===== src/rtl/hwloop_ctrl.sv =====
// hwloop_ctrl -- zero-overhead hardware-loop controller.
//
// Holds NUM_LOOPS nested loop contexts (start, inclusive end, remaining
// count). While fetch advances, the controller compares the current PC with
// each active context's end address. Context 0 is the innermost context and
// has the highest priority. When a context with more than one iteration left
// is at its end, the controller redirects fetch to that context's start.
//
// Ports:
//   clk, rst          core clock, synchronous active-high reset
//   pc                current fetch PC
//   ena               PC advance enable (0 = fetch stalled)
//   branch_taken      branch/jump redirect this cycle; suppresses loop action
//   cfg_we/cfg_idx    write one loop context
//   cfg_start/end     loop body first/last instruction address
//   cfg_count         iteration count (0 disables the context)
//   hwloop_taken      redirect to pc_hwloop this cycle (combinational)
//   pc_hwloop         loop start address when taken, else 0
//   loop_active       bit i = context i has a nonzero count
//   cfg_err           one-cycle pulse after a rejected configuration write
module hwloop_ctrl #(
    parameter int NUM_LOOPS = 2
) (
    input  logic                 clk,
    input  logic                 rst,
    input  logic [31:0]          pc,
    input  logic                 ena,
    input  logic                 branch_taken,
    input  logic                 cfg_we,
    input  logic                 cfg_idx,
    input  logic [31:0]          cfg_start,
    input  logic [31:0]          cfg_end,
    input  logic [31:0]          cfg_count,
    output logic                 hwloop_taken,
    output logic [31:0]          pc_hwloop,
    output logic [NUM_LOOPS-1:0] loop_active,
    output logic                 cfg_err
);

    logic [31:0] start_q [NUM_LOOPS];
    logic [31:0] end_q   [NUM_LOOPS];
    logic [31:0] count_q [NUM_LOOPS];
    logic [31:0] start_d [NUM_LOOPS];
    logic [31:0] end_d   [NUM_LOOPS];
    logic [31:0] count_d [NUM_LOOPS];
    logic        cfg_err_q;
    logic        cfg_err_d;

    logic                 step;
    logic [NUM_LOOPS:0]   eval;     // eval[i]: context i gets to look at pc
    logic [NUM_LOOPS-1:0] at_end;
    logic [NUM_LOOPS-1:0] take;
    logic [NUM_LOOPS-1:0] dec;

    logic cfg_reject;
    logic cfg_accept;

    assign step    = ena & ~branch_taken;
    assign eval[0] = step;

    // Per-context evaluation. A context that jumps blocks every outer
    // context; a context that exits on its final iteration passes the
    // decision outward in the same cycle, so a shared end address gives an
    // inner exit together with an outer jump.
    for (genvar gi = 0; gi < NUM_LOOPS; gi++) begin : g_ctx
        assign loop_active[gi] = (count_q[gi] != 32'd0);
        assign at_end[gi]      = loop_active[gi] && (pc == end_q[gi]);
        assign dec[gi]         = eval[gi] & at_end[gi];
        assign take[gi]        = dec[gi] && (count_q[gi] > 32'd1);
        assign eval[gi+1]      = eval[gi] & ~take[gi];
    end

    assign hwloop_taken = |take;

    always_comb begin
        pc_hwloop = 32'd0;
        for (int i = NUM_LOOPS - 1; i >= 0; i--) begin
            if (take[i]) begin
                pc_hwloop = start_q[i];
            end
        end
    end

    // A nonzero count with an inverted range is rejected; a zero count is
    // always accepted because it only disables the context.
    assign cfg_reject = (cfg_count != 32'd0) && (cfg_end < cfg_start);
    assign cfg_accept = cfg_we & ~cfg_reject;
    assign cfg_err_d  = cfg_we & cfg_reject;

    // Next state: an accepted write to a context overrides that context's
    // same-cycle decrement; other contexts decrement normally.
    always_comb begin
        for (int i = 0; i < NUM_LOOPS; i++) begin
            start_d[i] = start_q[i];
            end_d[i]   = end_q[i];
            count_d[i] = count_q[i];
            if (cfg_accept && (cfg_idx == 1'(i))) begin
                start_d[i] = {cfg_start[31:2], 2'b00};
                end_d[i]   = {cfg_end[31:2], 2'b00};
                count_d[i] = cfg_count;
            end else if (dec[i]) begin
                count_d[i] = count_q[i] - 32'd1;
            end
        end
    end

    always_ff @(posedge clk) begin
        if (rst) begin
            for (int i = 0; i < NUM_LOOPS; i++) begin
                start_q[i] <= 32'd0;
                end_q[i]   <= 32'd0;
                count_q[i] <= 32'd0;
            end
            cfg_err_q <= 1'b0;
        end else begin
            for (int i = 0; i < NUM_LOOPS; i++) begin
                start_q[i] <= start_d[i];
                end_q[i]   <= end_d[i];
                count_q[i] <= count_d[i];
            end
            cfg_err_q <= cfg_err_d;
        end
    end

    assign cfg_err = cfg_err_q;

endmodule


===== config.mk =====
export PLATFORM = sky130hd
export DESIGN_NAME = hwloop_ctrl
export DESIGN_NICKNAME = d
export VERILOG_FILES = /design/src/rtl/hwloop_ctrl.sv
export SDC_FILE = /design/constraint.sdc
export NUM_CORES = 1
export LEC_CHECK = 0
export BUFFER_PORTS_ARGS = -buffer_cell sky130_fd_sc_hd__buf_2
export CAP_MARGIN = 20
export CORE_UTILIZATION = 55
export CTS_BUF_LIST = sky130_fd_sc_hd__clkbuf_4
export DETAILED_ROUTE_END_ITERATION = 8
export GPL_ROUTABILITY_DRIVEN = 0
export PLACE_DENSITY = 0.76
export SYNTH_ARGS = -nofsm -noshare
export SYNTH_HDL_FRONTEND = slang
export SYNTH_SLANG_ARGS = --single-unit

===== constraint.sdc =====
create_clock -name clk -period 3.2 [get_ports clk]
set_clock_uncertainty 0.05 [all_clocks]
set_input_delay 0.16 -clock clk [delete_from_list [all_inputs] [get_ports clk]]
set_output_delay 0.16 -clock clk [all_outputs]
set_load 0.005 [all_outputs]

==> results of run 1 <==
-- metal layers --
layer / global-route usage (%) / wire length, um / vias to the layer above
li1: - / - / 4632
met1: 40.5 / 12600 / 4618
met2: 56.4 / 14300 / 468
met3: 8.52 / 2470 / 100
met4: 12.9 / 1090 / 2
met5: 0 / 13 / -
-- per-stage QoR --
stage	utilization, %	instances
floorplan	-	1153
global placement	63.4	1510
detailed placement	63.4	1510
CTS	72.4	1655
global route	72.7	1659
finish	72.7	1660
-- final timing paths --
path / from / end / slack [ns] / cells after the start
min: cfg_idx / end_q[0][57]$_SDFFE_PP0P_ / 0.05 / 4
max: count_q[0][19]$_SDFFE_PP0P_ / pc_hwloop[15] / -0.16 / 10
max reg2reg: end_q[0][38]$_SDFFE_PP0P_ / count_q[0][51]$_SDFFE_PP0P_ / 0.38 / 9
min reg2reg: start_q[0][41]$_SDFFE_PP0P_ / start_q[0][41]$_SDFFE_PP0P_ / 0.42 / 2
-- synthesized netlist by cell type, types with 3 or more instances --
cell and count:
a21oi_1 102, a22o_1 30, buf_1 4, buf_2 17, buf_6 6, clkbuf_1 38, dfxtp_1 185, ha_1 35
inv_1 39, mux2i_1 93, nand2_1 81, nand2b_1 4, nand3_1 30, nand3b_1 6, nand4_1 32, nand4b_1 6
nor2_1 120, nor3_1 23, nor4_1 31, nor4_2 3, nor4b_1 8, o21ai_0 65, or3_1 7, or4_1 16
xnor2_1 83, xor2_1 36
-- worst reg2reg max path, stage by stage (launching register included) --
cell and delay (ns):
dfxtp_1 0.35, xnor2_1 0.35, nand4_1 0.18, nor4_1 0.42, nand4_1 0.26, buf_4 0.20
buf_4 0.13, a2111oi_1 0.53, xnor2_1 0.18, a21oi_1 0.08
-- sequential cells by signal (all words and copies together) (netlist names) --
name / count
start_q: 60
cfg_err: 1
end_q: 60
count_q: 64
-- timing repair --
action | CTS | global route
pin swaps | 10 | 4
hold endpoints to repair | 185 | 0
gates cloned | 2 | 0
setup endpoints to repair | 31 | 31
buffers inserted | 15 | 2
gates resized for setup | 30 | 11
hold buffers | 96 | 0
-- cells by family after synthesis --
kind of cell    count (synthesis)  share of synthesized area (%)
xor+xnor                      119                           10.4
simple gates                  391                           20.6
mux                            94                           9.45
other cells                     1                         0.0375
flops                         185                           37.0
compound gates                220                           13.3
fa+ha+maj                      35                           4.38
buf+inv                       107                           4.85
-- report_power, final --
group	internal, W	switching, W
clock	0.000500	0.000914
combinational	0.000522	0.000604
sequential	0.00241	0.0000884
-- layout make-up --
cell class / count / share of cell area (%)
Clock inverter: 15 / 1.42
Inverter: 39 / 1.15
Tap cell: 225 / 2.21
Timing Repair Buffer: 315 / 18.1
Multi-Input combinational cell: 861 / 46.9
Sequential cell: 185 / 29.2
Clock buffer: 17 / 1.00
Antenna cell: 3 / 0.0589
-- cell usage in the layout (no fill, tap or decap), drive strengths merged, types with 36 or more instances in the layout --
cell type	count
buf	219
xor2	36
nand2	81
a21oi	102
dlygate4sd3	96
xnor2	83
nor2	120
dfxtp	185
o21ai	66
mux2i	93
inv	47
==> flow_summary.ini, run 1 <==
[placed_design]
pre_cts_slack_ns = 0.244
port-buffer-count = 167
placedInstanceArea_sq_mm = 0.0111
dp.final_hpwl_um = 20100

[synthesis]
postSynthCellCount = 1152
synth_async_sr_flop_share_pct = 0
yosys_top_cell_area_share_pct = 37.0
post_synth_num_cell_types = 69
netlist_top_cells_area = dfxtp_1 37%, mux2i_1 9.3%, xnor2_1 7.3%
yosysTopAreaCell = dfxtp_1
ys_seq_elements = 185
synth.yosys.seq_area_share_pct = 37.0
syn_area_sq_mm = 0.0100
synth_edf_count = 0
postSynth.topFlopCell = dfxtp_1
ys.warnings.count = 0
avgSynthCellArea_sq_um = 8.69

[timing]
worst-slew-pin-transition_ns = 1.02
max_freq_mhz = 297
finalHoldViolations = 0
final.setup.tns_ns = -3.51
finalHoldWorstSlack_ns = 0.0539
timing.final.crit_share_pct = 105
setup_repair_after_global_routing_missed_its_margin = yes
period_minus_slack_ns = 3.36
worst_setup_slack_final_ns = -0.163
slew_headroom_pct = 31.7
slew_violations = 0
setup_viol = 31

[floorplan]
chipHeight_um = 137
boundaryPins = 170
floorplan.die.width_um = 137
std_cell_rows = 48
floorplan.core_area_sq_mm = 0.0175
die_area_sq_mm = 0.0187
starting_density_pct = 57.1

[grt]
via_count_of_the_first_global_routing_pass = 9499
initial_antenna_violation_count = 3
global_route.overflow_total = 0
grt_start_max_net_pins = 76
grt_usage_pct = 33.3
grt_first_pass_wirelength_um = 47900

[worst_hold_path]
hold_path.class = in -> reg

[clock_tree]
count_of_h_tree_levels_built_during_cts = 4
clockRootBuffer = clkbuf_4
tritoncts = built
cts_buffer_depth = 2
clock_sinks = 185
clkTransAtPathRegs_ns = 0.16
clk_latency_ns = 0.61
cts_inserted_buffers = 17

[routing]
drt_iter0_markers = 641
drtAntennaViolNets = 0
post_drt_via_cell_ratio = 5.92
number_of_design_rule_violations_left_after_detail_routing = 0
totalWireLength_um = 30500
detail_route.first_pass.iterations = 7
num_vias = 9820
routed_wire_length_per_instance_um = 18.4

[setup_path]
critical_path_cell_by_cell = or4_4 > nor4_4 > and2_4 > nand3_4 > and2_4 > a311oi_4 > buf_6 > buf_12 > a22o_1 > buf_2
worstSetupPathType = reg -> out
worst_ep_arrival_time_ns = 3.15
critPathMaxFanout = 5
timing.critical_path.required_ns = 2.99
buffer_and_inverter_count_on_the_worst_path = 3
crit_slowest_cell = or4_4
setup.worst_path.end_class = output pin
critPathMaxStageDelay_ns = 0.58
worstSetupStartpointType = register
cpMostUsedCell = and2_4
critPathTopFamily = simple AND/OR/NAND/NOR gates

[flow_run]
cap_violations = 0

[layout]
final-seq-area_sq_mm = 0.00372
finish.net_count = 1588
multi_input_area_sq_mm = 0.00598
layout-area-overhead-vs-synth_pct = 27.4
nFillCells = 1305
layout.cell_area.non_filler_sq_mm = 0.0128
proportion_of_layout_cells_with_a_drive_suffix_above_1_pct = 21.4

[power]
leakage_power_summed_over_all_cells_nw = 5.41
power_density_mw_per_mm2 = 395
ir_worst_vdd_uv = 300
power_w = 0.00504

[status]
violations_in_the_final_reports = negative setup slack
status = complete, but fails checks
Note: power is estimated with default switching activity, not from simulation.
==> inputs of run 2 (changes only) <==
ABC_AREA = 1   (was unset)
CORE_MARGIN = 10   (was unset)
PLACE_DENSITY = 0.75   (was 0.76)
TNS_END_PERCENT = 20   (was unset)
==> run 2 against run 1 <==
Wire length rose by 34%; synthesized cell count grew 65%; flip-flop and latch count is the same; non-clock buffer count down 31; register-to-register slack better by 0.15 ns; critical path depth increased by 3; setup slack better by 0.30 ns; maximum frequency is 9.9% higher; die area up 50%; critical path type unchanged; combinational power rose by 42%; the flow now finishes without violations.
==> flow_summary.ini, run 2 <==
[status]
status = finished clean

[layout]
nFillCells = 1933
proportion_of_layout_cells_with_a_drive_suffix_above_1_pct = 13.7
final_util_pct = 68.0
registers.top_by_ff_count = count_q
finish.net_count = 2277
final_cell_mix = 366 x nor2_1, 342 x nand2_1, 274 x inv_1
final-seq-area_sq_mm = 0.00371
layout-area-overhead-vs-synth_pct = 20.5
largest_register_ffs = 64
multi_input_area_sq_mm = 0.00691
top_regs = count_q x64, end_q x60, start_q x60
leading_cell_type_in_the_layout_fill_and_taps_excluded = nor2_1

[floorplan]
floorplan.die.width_um = 168
floorplan.core_area_sq_mm = 0.0212
die_area_sq_mm = 0.0281
boundaryPins = 170
starting_density_pct = 56.4
std_cell_rows = 53
chipHeight_um = 168

[power]
p_int_w = 0.00356
p_switching_w = 0.00211
power.share.combinational_pct = 28.5
ir_worst_vdd_uv = 268
power_density_mw_per_mm2 = 392
power_w = 0.00566
clock_power_share_pct = 27.0
leakage_power_summed_over_all_cells_nw = 6.65
power.switching_fraction_pct = 37.2
sequentialPowerShare_pct = 44.5

[routing]
drt_iter0_markers = 1532
totalWireLength_um = 40900
num_vias = 13328
detail_route.first_pass.iterations = 6
drtAntennaViolNets = 0
routed_wire_length_per_instance_um = 17.0
post_drt_via_cell_ratio = 5.54
number_of_design_rule_violations_left_after_detail_routing = 0

[grt]
global_route.overflow_total = 0
via_count_of_the_first_global_routing_pass = 12510
grt_usage_pct = 27.5
initial_antenna_violation_count = 10
grt_start_max_net_pins = 88
grt_first_pass_wirelength_um = 64500

[clock_tree]
clk_latency_ns = 0.61
count_of_h_tree_levels_built_during_cts = 4
tritoncts = built
clock_sinks = 185
cts_buffer_depth = 2
clkTransAtPathRegs_ns = 0.19
cts_inserted_buffers = 17
clockRootBuffer = clkbuf_4

[timing]
slew_violations = 0
worst-slew-pin-transition_ns = 0.776
finalHoldWorstSlack_ns = 0.109
timing.final.crit_share_pct = 95.6
max_freq_mhz = 327
period_minus_slack_ns = 3.06
setup_viol = 0
slew_headroom_pct = 48.2
finalHoldViolations = 0

[synthesis]
synth_top_cells_by_count = 373 x nor2_1, 345 x nand2_1, 276 x inv_1, 185 x dfxtp_1, 166 x a21oi_1
synth_edf_count = 0
postSynthCellCount = 1897
yosysTopAreaCell = dfxtp_1
synth_async_sr_flop_share_pct = 0
syn_area_sq_mm = 0.0120
post_synth_num_cell_types = 37
yosys_top_cell_area_share_pct = 30.9
netlist_top_cells_area = dfxtp_1 31%, nor2_1 12%, nand2_1 11%
ys.warnings.count = 0
synth.yosys.seq_area_share_pct = 30.9
postSynth.topFlopCell = dfxtp_1
post-synth-top-count-cell = nor2_1
ys_seq_elements = 185
avgSynthCellArea_sq_um = 6.31

[setup_path]
worstReg2RegEnd = count_q[0][32]$_SDFFE_PP0P_
critPathMaxFanout = 15
setup.worst_path.end_class = output pin
r2r_setup_slack_ns = 0.53
crit_path_start = count_q[0][36]$_SDFFE_PP0P_
worst_ep_arrival_time_ns = 2.85
worstSetupStartpointType = register
worstReg2RegStart = count_q[0][0]$_SDFFE_PP0P_
ff2ff_path_depth = 16
worstSetupPathType = reg -> out
cp-endpoint = pc_hwloop[23]
timing.critical_path.required_ns = 2.99

[worst_hold_path]
hold_path.class = in -> reg

[placed_design]
dp.final_hpwl_um = 29000
port-buffer-count = 167

[flow_run]
cap_violations = 0
run 2: cells by family after synthesis:
group           share of synthesized area (%)
fa+ha+maj                                3.66
other cells                            0.0313
compound gates                           16.3
flops                                    30.9
xor+xnor                                 5.49
simple gates                             31.4
buf+inv                                  12.2
run 2: power groups by stage:
stage	Sequential [W]	Combinational, W	Clock (W)
6_report	0.00252	0.00161	0.00153
5_1_grt	0.00253	0.00180	0.00162
4_1_cts	0.00252	0.00155	0.00154
3_5_place_dp	0.00256	0.00145	0
3_3_place_gp	0.00256	0.00142	0
2_1_floorplan	0.00254	0.00101	0
run 2: timing repair:
action	in CTS	in global routing
gates cloned	0	1
buffers inserted	1	1
pin swaps	1	2
hold endpoints to repair	181	0
endpoints found under the setup margin	31	31
hold buffers	92	0
gates resized for setup	3	19
run 2: metrics by stage:
stage | setup slack (ns) | cells | setup TNS, ns | cell area [sq um]
finish | 0.140 | 2407 | 0 | 14400
global route | -0.0500 | 2406 | -1.16 | 14400
CTS | 0.0144 | 2394 | 0 | 14300
detailed placement | 0.501 | 2269 | 0 | 13000
global placement | 0.597 | 2269 | 0 | 13000
floorplan | 0.898 | 1898 | 0 | 12000
run 2: critical path: stages (launching register included):
cell and delay (ns):
dfxtp_1 0.37, nor2_1 0.25, nand2_2 0.15, nor2_4 0.15, nand3_2 0.11, nor2_2 0.15
nand3_1 0.12, nor2_2 0.15, nor2_2 0.08, nand2_2 0.09, or2_4 0.19, clkbuf_16 0.21
o22ai_2 0.07, buf_2 0.14
run 2: routing by layer:
metal  vias to the layer above  share of wire, %  track usage, %
met5                         -                 0               0
met3                       161               9.2            5.43
li1                       6457                 -               -
met4                         0               4.4            12.3
met2                       701                44            42.4
met1                      6009                42            36.5
run 2: area by class of cell:
cell class                 count  share of cell area, %
tap                          275                   2.39
inverter                     277                   7.21
timing repair buffer         284                   14.1
clock inverter                15                   1.60
sequential                   185                   25.7
antenna                       11                  0.191
clock buffer                  17                  0.885
multi-input combinational   1343                   47.9
run 2: worst min path at each step:
stage | endpoint | startpoint | slack (ns) | cells after the start
final | count_q[0][35]$_SDFFE_PP0P_ | rst | 0.11 | 3
after global routing | count_q[0][35]$_SDFFE_PP0P_ | rst | 0.10 | 3
after CTS | count_q[0][13]$_SDFFE_PP0P_ | cfg_we | 0.09 | 5
after detailed placement | end_q[0][61]$_SDFFE_PP0P_ | end_q[0][61]$_SDFFE_PP0P_ | 0.40 | 2
after global placement | end_q[0][43]$_SDFFE_PP0P_ | end_q[0][43]$_SDFFE_PP0P_ | 0.39 | 2
after floorplan | count_q[0][32]$_SDFFE_PP0P_ | cfg_count[0] | 0.24 | 2
